## config.mk

```make
export PLATFORM = sky130hd
export DESIGN_NAME = mmu_result_drain_flat
export DESIGN_NICKNAME = d
export VERILOG_FILES = /design/src/rtl/mmu_result_drain_if.sv /design/src/rtl/mmu_result_drain.sv /design/src/flat_wrapper.sv
export SDC_FILE = /design/constraint.sdc
export NUM_CORES = 1
export LEC_CHECK = 0
export BUFFER_PORTS_ARGS = -buffer_cell sky130_fd_sc_hd__buf_2
export CAP_MARGIN = 20
export CORE_ASPECT_RATIO = 0.7
export CORE_MARGIN = 2
export CORE_UTILIZATION = 50
export CTS_CLUSTER_DIAMETER = 150
export DETAILED_ROUTE_END_ITERATION = 8
export HOLD_SLACK_MARGIN = 0.05
export PLACE_DENSITY_LB_ADDON = 0.08
export SLEW_MARGIN = 0
export SYNTH_ARGS = -nofsm -noshare
export SYNTH_HDL_FRONTEND = slang
export SYNTH_SLANG_ARGS = --single-unit
export TNS_END_PERCENT = 10
```

## constraint.sdc

```tcl
create_clock -name clk -period 7.6 [get_ports clk]
set_input_delay 1.52 -clock clk [delete_from_list [all_inputs] [get_ports clk]]
set_output_delay 1.52 -clock clk [all_outputs]
set_load 0.005 [all_outputs]
```

## src/rtl/mmu_result_drain_if.sv

```systemverilog
// Result drain bus: MMU capture strobe and accumulations in, host byte stream and status out.
interface mmu_result_drain_if;
  logic        capture;
  logic [15:0] c_0;
  logic [15:0] c_1;
  logic [15:0] c_2;
  logic [15:0] c_3;
  logic        host_rd;
  logic        clr_flags;
  logic [7:0]  host_outdata;
  logic        done;
  logic        overrun;
  logic        clamped;

  // Feeder/host side drives strobes and data, observes the byte stream.
  modport master (
    output capture, c_0, c_1, c_2, c_3, host_rd, clr_flags,
    input  host_outdata, done, overrun, clamped
  );

  // Drain block side.
  modport slave (
    input  capture, c_0, c_1, c_2, c_3, host_rd, clr_flags,
    output host_outdata, done, overrun, clamped
  );
endinterface

```

## src/rtl/mmu_result_drain.sv

```systemverilog
// Snapshots the 2x2 MMU accumulations on capture and streams them to the host
// one byte per host_rd, so the array can start the next product meanwhile.
module mmu_result_drain #(
  parameter bit SAT8 = 1'b0
) (
  input  logic                clk,
  input  logic                rst,
  mmu_result_drain_if.slave   bus
);

  localparam int unsigned ELEMS  = 4;
  localparam int unsigned ELEM_W = 16;
  localparam int unsigned BYTE_W = 8;
  localparam int unsigned MAXB   = 8;
  localparam int unsigned NBYTES = SAT8 ? 4 : 8;
  localparam int unsigned PTR_W  = 3;
  localparam logic [PTR_W-1:0]  LAST_PTR = PTR_W'(NBYTES - 1);
  localparam logic [ELEM_W-1:0] SAT_MAX  = ELEM_W'(255);

  typedef enum logic {IDLE, READY} state_e;

  state_e              state_q, state_d;
  logic [PTR_W-1:0]    rd_ptr_q, rd_ptr_d;
  logic [BYTE_W-1:0]   buf_q [MAXB];
  logic [BYTE_W-1:0]   buf_d [MAXB];
  logic [BYTE_W-1:0]   snap  [MAXB];
  logic [BYTE_W-1:0]   host_outdata_q, host_outdata_d;
  logic                done_q, done_d;
  logic                overrun_q, overrun_d;
  logic                clamped_q, clamped_d;
  logic [ELEM_W-1:0]   elem [ELEMS];
  logic                any_over;

  assign elem[0] = bus.c_0;
  assign elem[1] = bus.c_1;
  assign elem[2] = bus.c_2;
  assign elem[3] = bus.c_3;

  // Byte image of the incoming accumulations as it would be stored on capture.
  always_comb begin
    any_over = 1'b0;
    for (int i = 0; i < MAXB; i++) snap[i] = '0;
    for (int i = 0; i < ELEMS; i++) begin
      any_over = any_over | (elem[i] > SAT_MAX);
      if (SAT8) begin
        snap[i] = (elem[i] > SAT_MAX) ? 8'hFF : elem[i][7:0];
      end else begin
        snap[2*i]     = elem[i][7:0];
        snap[2*i + 1] = elem[i][15:8];
      end
    end
  end

  // Next state, buffer, read pointer, sticky flags and registered outputs.
  always_comb begin
    state_d   = state_q;
    rd_ptr_d  = rd_ptr_q;
    buf_d     = buf_q;
    overrun_d = bus.clr_flags ? 1'b0 : overrun_q;
    clamped_d = bus.clr_flags ? 1'b0 : clamped_q;

    case (state_q)
      IDLE: begin
        if (bus.capture) begin
          buf_d    = snap;
          rd_ptr_d = '0;
          state_d  = READY;
        end
      end
      READY: begin
        // A capture always lands on unread bytes here; it wins over host_rd.
        if (bus.capture) begin
          buf_d     = snap;
          rd_ptr_d  = '0;
          overrun_d = 1'b1;
        end else if (bus.host_rd) begin
          if (rd_ptr_q == LAST_PTR) begin
            rd_ptr_d = '0;
            state_d  = IDLE;
          end else begin
            rd_ptr_d = rd_ptr_q + PTR_W'(1);
          end
        end
      end
      default: begin
        state_d  = IDLE;
        rd_ptr_d = '0;
      end
    endcase

    if (SAT8 && bus.capture && any_over) clamped_d = 1'b1;

    done_d         = (state_d == READY);
    host_outdata_d = (state_d == READY) ? buf_d[rd_ptr_d] : '0;
  end

  // State and output registers, cleared asynchronously.
  always_ff @(posedge clk or posedge rst) begin
    if (rst) begin
      state_q        <= IDLE;
      rd_ptr_q       <= '0;
      for (int i = 0; i < MAXB; i++) buf_q[i] <= '0;
      host_outdata_q <= '0;
      done_q         <= 1'b0;
      overrun_q      <= 1'b0;
      clamped_q      <= 1'b0;
    end else begin
      state_q        <= state_d;
      rd_ptr_q       <= rd_ptr_d;
      buf_q          <= buf_d;
      host_outdata_q <= host_outdata_d;
      done_q         <= done_d;
      overrun_q      <= overrun_d;
      clamped_q      <= clamped_d;
    end
  end

  assign bus.host_outdata = host_outdata_q;
  assign bus.done         = done_q;
  assign bus.overrun      = overrun_q;
  assign bus.clamped      = clamped_q;

endmodule
```

## src/flat_wrapper.sv

```systemverilog
// flat-port wrapper written by rule: the top's interface ports become plain ports
module mmu_result_drain_flat 
#(
  parameter bit SAT8 = 1'b0
)
  (clk, rst, bus_capture, bus_c_0, bus_c_1, bus_c_2, bus_c_3, bus_host_rd, bus_clr_flags, bus_host_outdata, bus_done, bus_overrun, bus_clamped);
  mmu_result_drain_if bus_i ();
  input  logic clk;
  input  logic rst;
  input wire logic [$bits(bus_i.capture)-1:0] bus_capture;
  input wire logic [$bits(bus_i.c_0)-1:0] bus_c_0;
  input wire logic [$bits(bus_i.c_1)-1:0] bus_c_1;
  input wire logic [$bits(bus_i.c_2)-1:0] bus_c_2;
  input wire logic [$bits(bus_i.c_3)-1:0] bus_c_3;
  input wire logic [$bits(bus_i.host_rd)-1:0] bus_host_rd;
  input wire logic [$bits(bus_i.clr_flags)-1:0] bus_clr_flags;
  output wire logic [$bits(bus_i.host_outdata)-1:0] bus_host_outdata;
  output wire logic [$bits(bus_i.done)-1:0] bus_done;
  output wire logic [$bits(bus_i.overrun)-1:0] bus_overrun;
  output wire logic [$bits(bus_i.clamped)-1:0] bus_clamped;
  assign bus_i.capture = bus_capture;
  assign bus_i.c_0 = bus_c_0;
  assign bus_i.c_1 = bus_c_1;
  assign bus_i.c_2 = bus_c_2;
  assign bus_i.c_3 = bus_c_3;
  assign bus_i.host_rd = bus_host_rd;
  assign bus_i.clr_flags = bus_clr_flags;
  assign bus_host_outdata = bus_i.host_outdata;
  assign bus_done = bus_i.done;
  assign bus_overrun = bus_i.overrun;
  assign bus_clamped = bus_i.clamped;
  mmu_result_drain #(.SAT8(SAT8)) u_core (.clk(clk), .rst(rst), .bus(bus_i));
endmodule
```

==> out/metrics.csv <==
stage,metric,value,unit
die,ioPinCount,80,
grt,grt_max_degree,78,
setup_path,cp_slowest_cell,buf_2,
setup_path,arrival,3.84,ns
clock_network,root_buffer,clkbuf_8,
clock_network,worstSkewPairLatency,0.35,ns
grt,grt_use_total,20.14,%
grt,grt_pass1_wl,11.18,mm
setup_path,r2r_cells,6,
synthesis,ys_seq_elements,77,
die,core-area,6694,um2
route,wirelength,6.985,mm
synthesis,synth_area_leaders,"dfrtp_1, mux2_2, mux2i_1",
sta,final_max_slew_viol_count,0,
route,vias,2230,
pwr,power_density,228.4,nW/um2
sta,final-setup-viol-count,0,
synthesis,synth.distinct_cells,24,
finish,nets,401,
sta,final_hold_viol_count,0,
pwr,peakVddDrop,0.1231,mV
placed_design,gp_congestion,0.7358,
sta,post-route-period-util,46.74,%
run_status,outcome,"finished, final reports clean",
pwr,p_leak,2.002,nW
synthesis,yosysWarningCount,0,
synthesis,avgSynthCellArea,13.56,um2
die,die_h,73.43,um
clock_network,ctsResizeCount,0,
grt,grt-ovfl-total,0,
route,ant_nets,0,
setup_path,slowest_delay,0.61,ns
placed_design,dp_slack,3.696,ns
clock_network,cts.sinks,77,
synthesis,synth_nets,325,
sta,tns,0,ns
worst_hold_path,holdPathStages,1,
setup_path,critPathMaxFanout,37,
setup_path,path_cells,"buf_2, a21o_1, clkinv_1, a31oi_1, o311a_1",
die,num_rows,25,
synthesis,synthDominantCellAreaShare,55.96,%
route,routedWlPerCell,16.28,um
placed_design,hpwl,4.828,mm
setup_path,critPathKind,in -> reg,
clock_network,cts_tree,done,
synthesis,yosysTopAreaCell,dfrtp_1,
worst_hold_path,hold_path_class,reg -> reg,
synthesis,synthCells,254,
sta,worst_slack,4.048,ns
clock_network,numCtsBuffers,9,
sta,period_needed,3.552,ns
grt,grt_antenna_before_repair,0,
clock_network,cts.htree.levels,3,
sta,worst_pin_slew,0.9484,ns
finish,drive_above_1_share,49.25,%
die,dieArea,7577,um2
route,first_iter_violations,105,
finish,num_antenna_cells,0,
sta,rsz0062_at_grt,no,
setup_path,cp-start-kind,primary input,
setup_path,cp_data_required_time,7.88,ns
setup_path,cp-end-kind,flip-flop,
die,start_util,51.44,%
route,drc,0,
route,vias_per_cell,5.198,
sta,fin_worst_skew,0.005863,ns
route,dr.pass1.iters,4,
sta,slew_headroom,36.77,%
clock_network,hold_buffers,0,
clock_network,postCtsSetupRepairBufs,0,
run,cap_viol_max_count,0,
synthesis,synth_area,3443,um2
grt,grt_pass1_vias,2231,
clock_network,path_clk_slew,0.07,ns
clock_network,cts.path.max_buffers,2,
synthesis,synth_seq_area_share,55.96,%
die,fp.dieW,103.2,um
finish,syn2layout_area_growth,19.55,%
placed_design,portBuffers,78,
sta,fmax,281.5,MHz
## layout make-up
class	count	area, um2
clock inverters	5	75.07
clock buffers	11	131.4
inverters	6	22.52
well taps	94	117.6
repair buffers	82	447.9
multi-input cells	154	1395
flip-flops and latches	77	1927
fillers	598	2577
## path summary, 6_finish.rpt
check	startpoint	end	slack [ns]
min in group asynchronous	rst	u_core.buf_q[55]	1.45
max	bus_capture	u_core.bus.host_outdata[7]	4.05
min	u_core.buf_q[42]	u_core.buf_q[42]	0.50
min reg2reg	u_core.buf_q[42]	u_core.buf_q[42]	0.50
max reg2reg	u_core.rd_ptr_q[0]	u_core.bus.host_outdata[7]	5.13
max in group asynchronous	rst	u_core.buf_q[27]	5.53
## flip-flops by register name (all words and copies together) (netlist names)
name / cells
u_core.buf_q: 64
u_core.bus.host_outdata: 8
u_core.rd_ptr_q: 3
u_core.bus.overrun: 1
u_core.state_q: 1
## cells in the final DEF (no fill, tap or decap)
cell / netlist / routed
buf_2: 7 / 78
dfrtp_1: 77 / 77
mux2_2: 64 / 64
mux2i_1: 32 / 32
nor2_1: 16 / 16
nand3_1: 10 / 10
clkbuf_8: 0 / 9
a31oi_1: 8 / 8
o311a_1: 8 / 8
nand2_1: 5 / 5
inv_1: 5 / 4
clkinv_2: 0 / 3
a21o_1: 2 / 2
ha_1: 2 / 2
clkbuf_1: 6 / 2
bufinv_16: 0 / 2
buf_4: 1 / 2
clkinv_1: 1 / 1
and4bb_2: 1 / 1
a21boi_0: 1 / 1
o21bai_2: 0 / 1
a21oi_2: 1 / 1
nor2_2: 1 / 1
o21ai_0: 1 / 1
inv_2: 0 / 1
conb_1: 1 / 1
buf_8: 1 / 1
buf_16: 0 / 1
## worst max-delay path, delay by kind of cell
family                 cells  cell delay [ns]
buffers and inverters      2             1.18
AO/OA/AOI/OAI              3             1.11
## per-layer routing
layer / up-vias / GRT usage (%) / wire length [um]
li1: 1057 / - / -
met1: 1101 / 27.19 / 3364
met2: 59 / 30.45 / 3093
met3: 13 / 6.375 / 410
met4: 0 / 8.041 / 118
met5: - / 0 / 0
## metrics by stage
step	instances	utilization (%)	cell area [um2]	hold WS, ns	power [mW]
6_report	429	61.50	4116	0.4976	0.9402
5_1_grt	429	61.50	4116	0.5179	0.9857
4_1_cts	428	61.27	4101	0.4998	0.9492
3_5_place_dp	412	58.19	3895	0.4840	0.6247
3_3_place_gp	411	57.78	3867	0.4780	0.6188
2_1_floorplan	254	-	3443	0.4719	0.5727
## synth_stat cells
cell type  count
buf_6          2
mux2_2        64
a21oi_2        1
ha_1           2
inv_1          5
buf_8          1
o21ai_0        1
a31oi_1        8
a21o_1         2
o21bai_1       1
buf_2          7
conb_1         1
a21boi_0       1
and4bb_2       1
nand3_1       10
dfrtp_1       77
clkbuf_1       6
nand2_1        5
nor2_1        16
clkinv_1       1
nor2_2         1
o311a_1        8
buf_4          1
mux2i_1       32
## where the power goes
part,leakage (nW),internal (mW),switching (mW)
Combinational,0.994,0.0782,0.0679
Sequential,0.901,0.452,0.0182
Clock,0.107,0.183,0.140
Total,2.00,0.714,0.226
## cell families after synthesis
kind of cell    Yosys count  share of synthesized area, %
mux                      96                         30.23
flops                    77                         55.96
simple gates             33                         4.288
buf+inv                  23                         3.633
compound gates           22                         5.051
fa+ha+maj                 2                        0.7266
other cells               1                        0.1089
No activity file was read; power rests on OpenSTA's default activity.
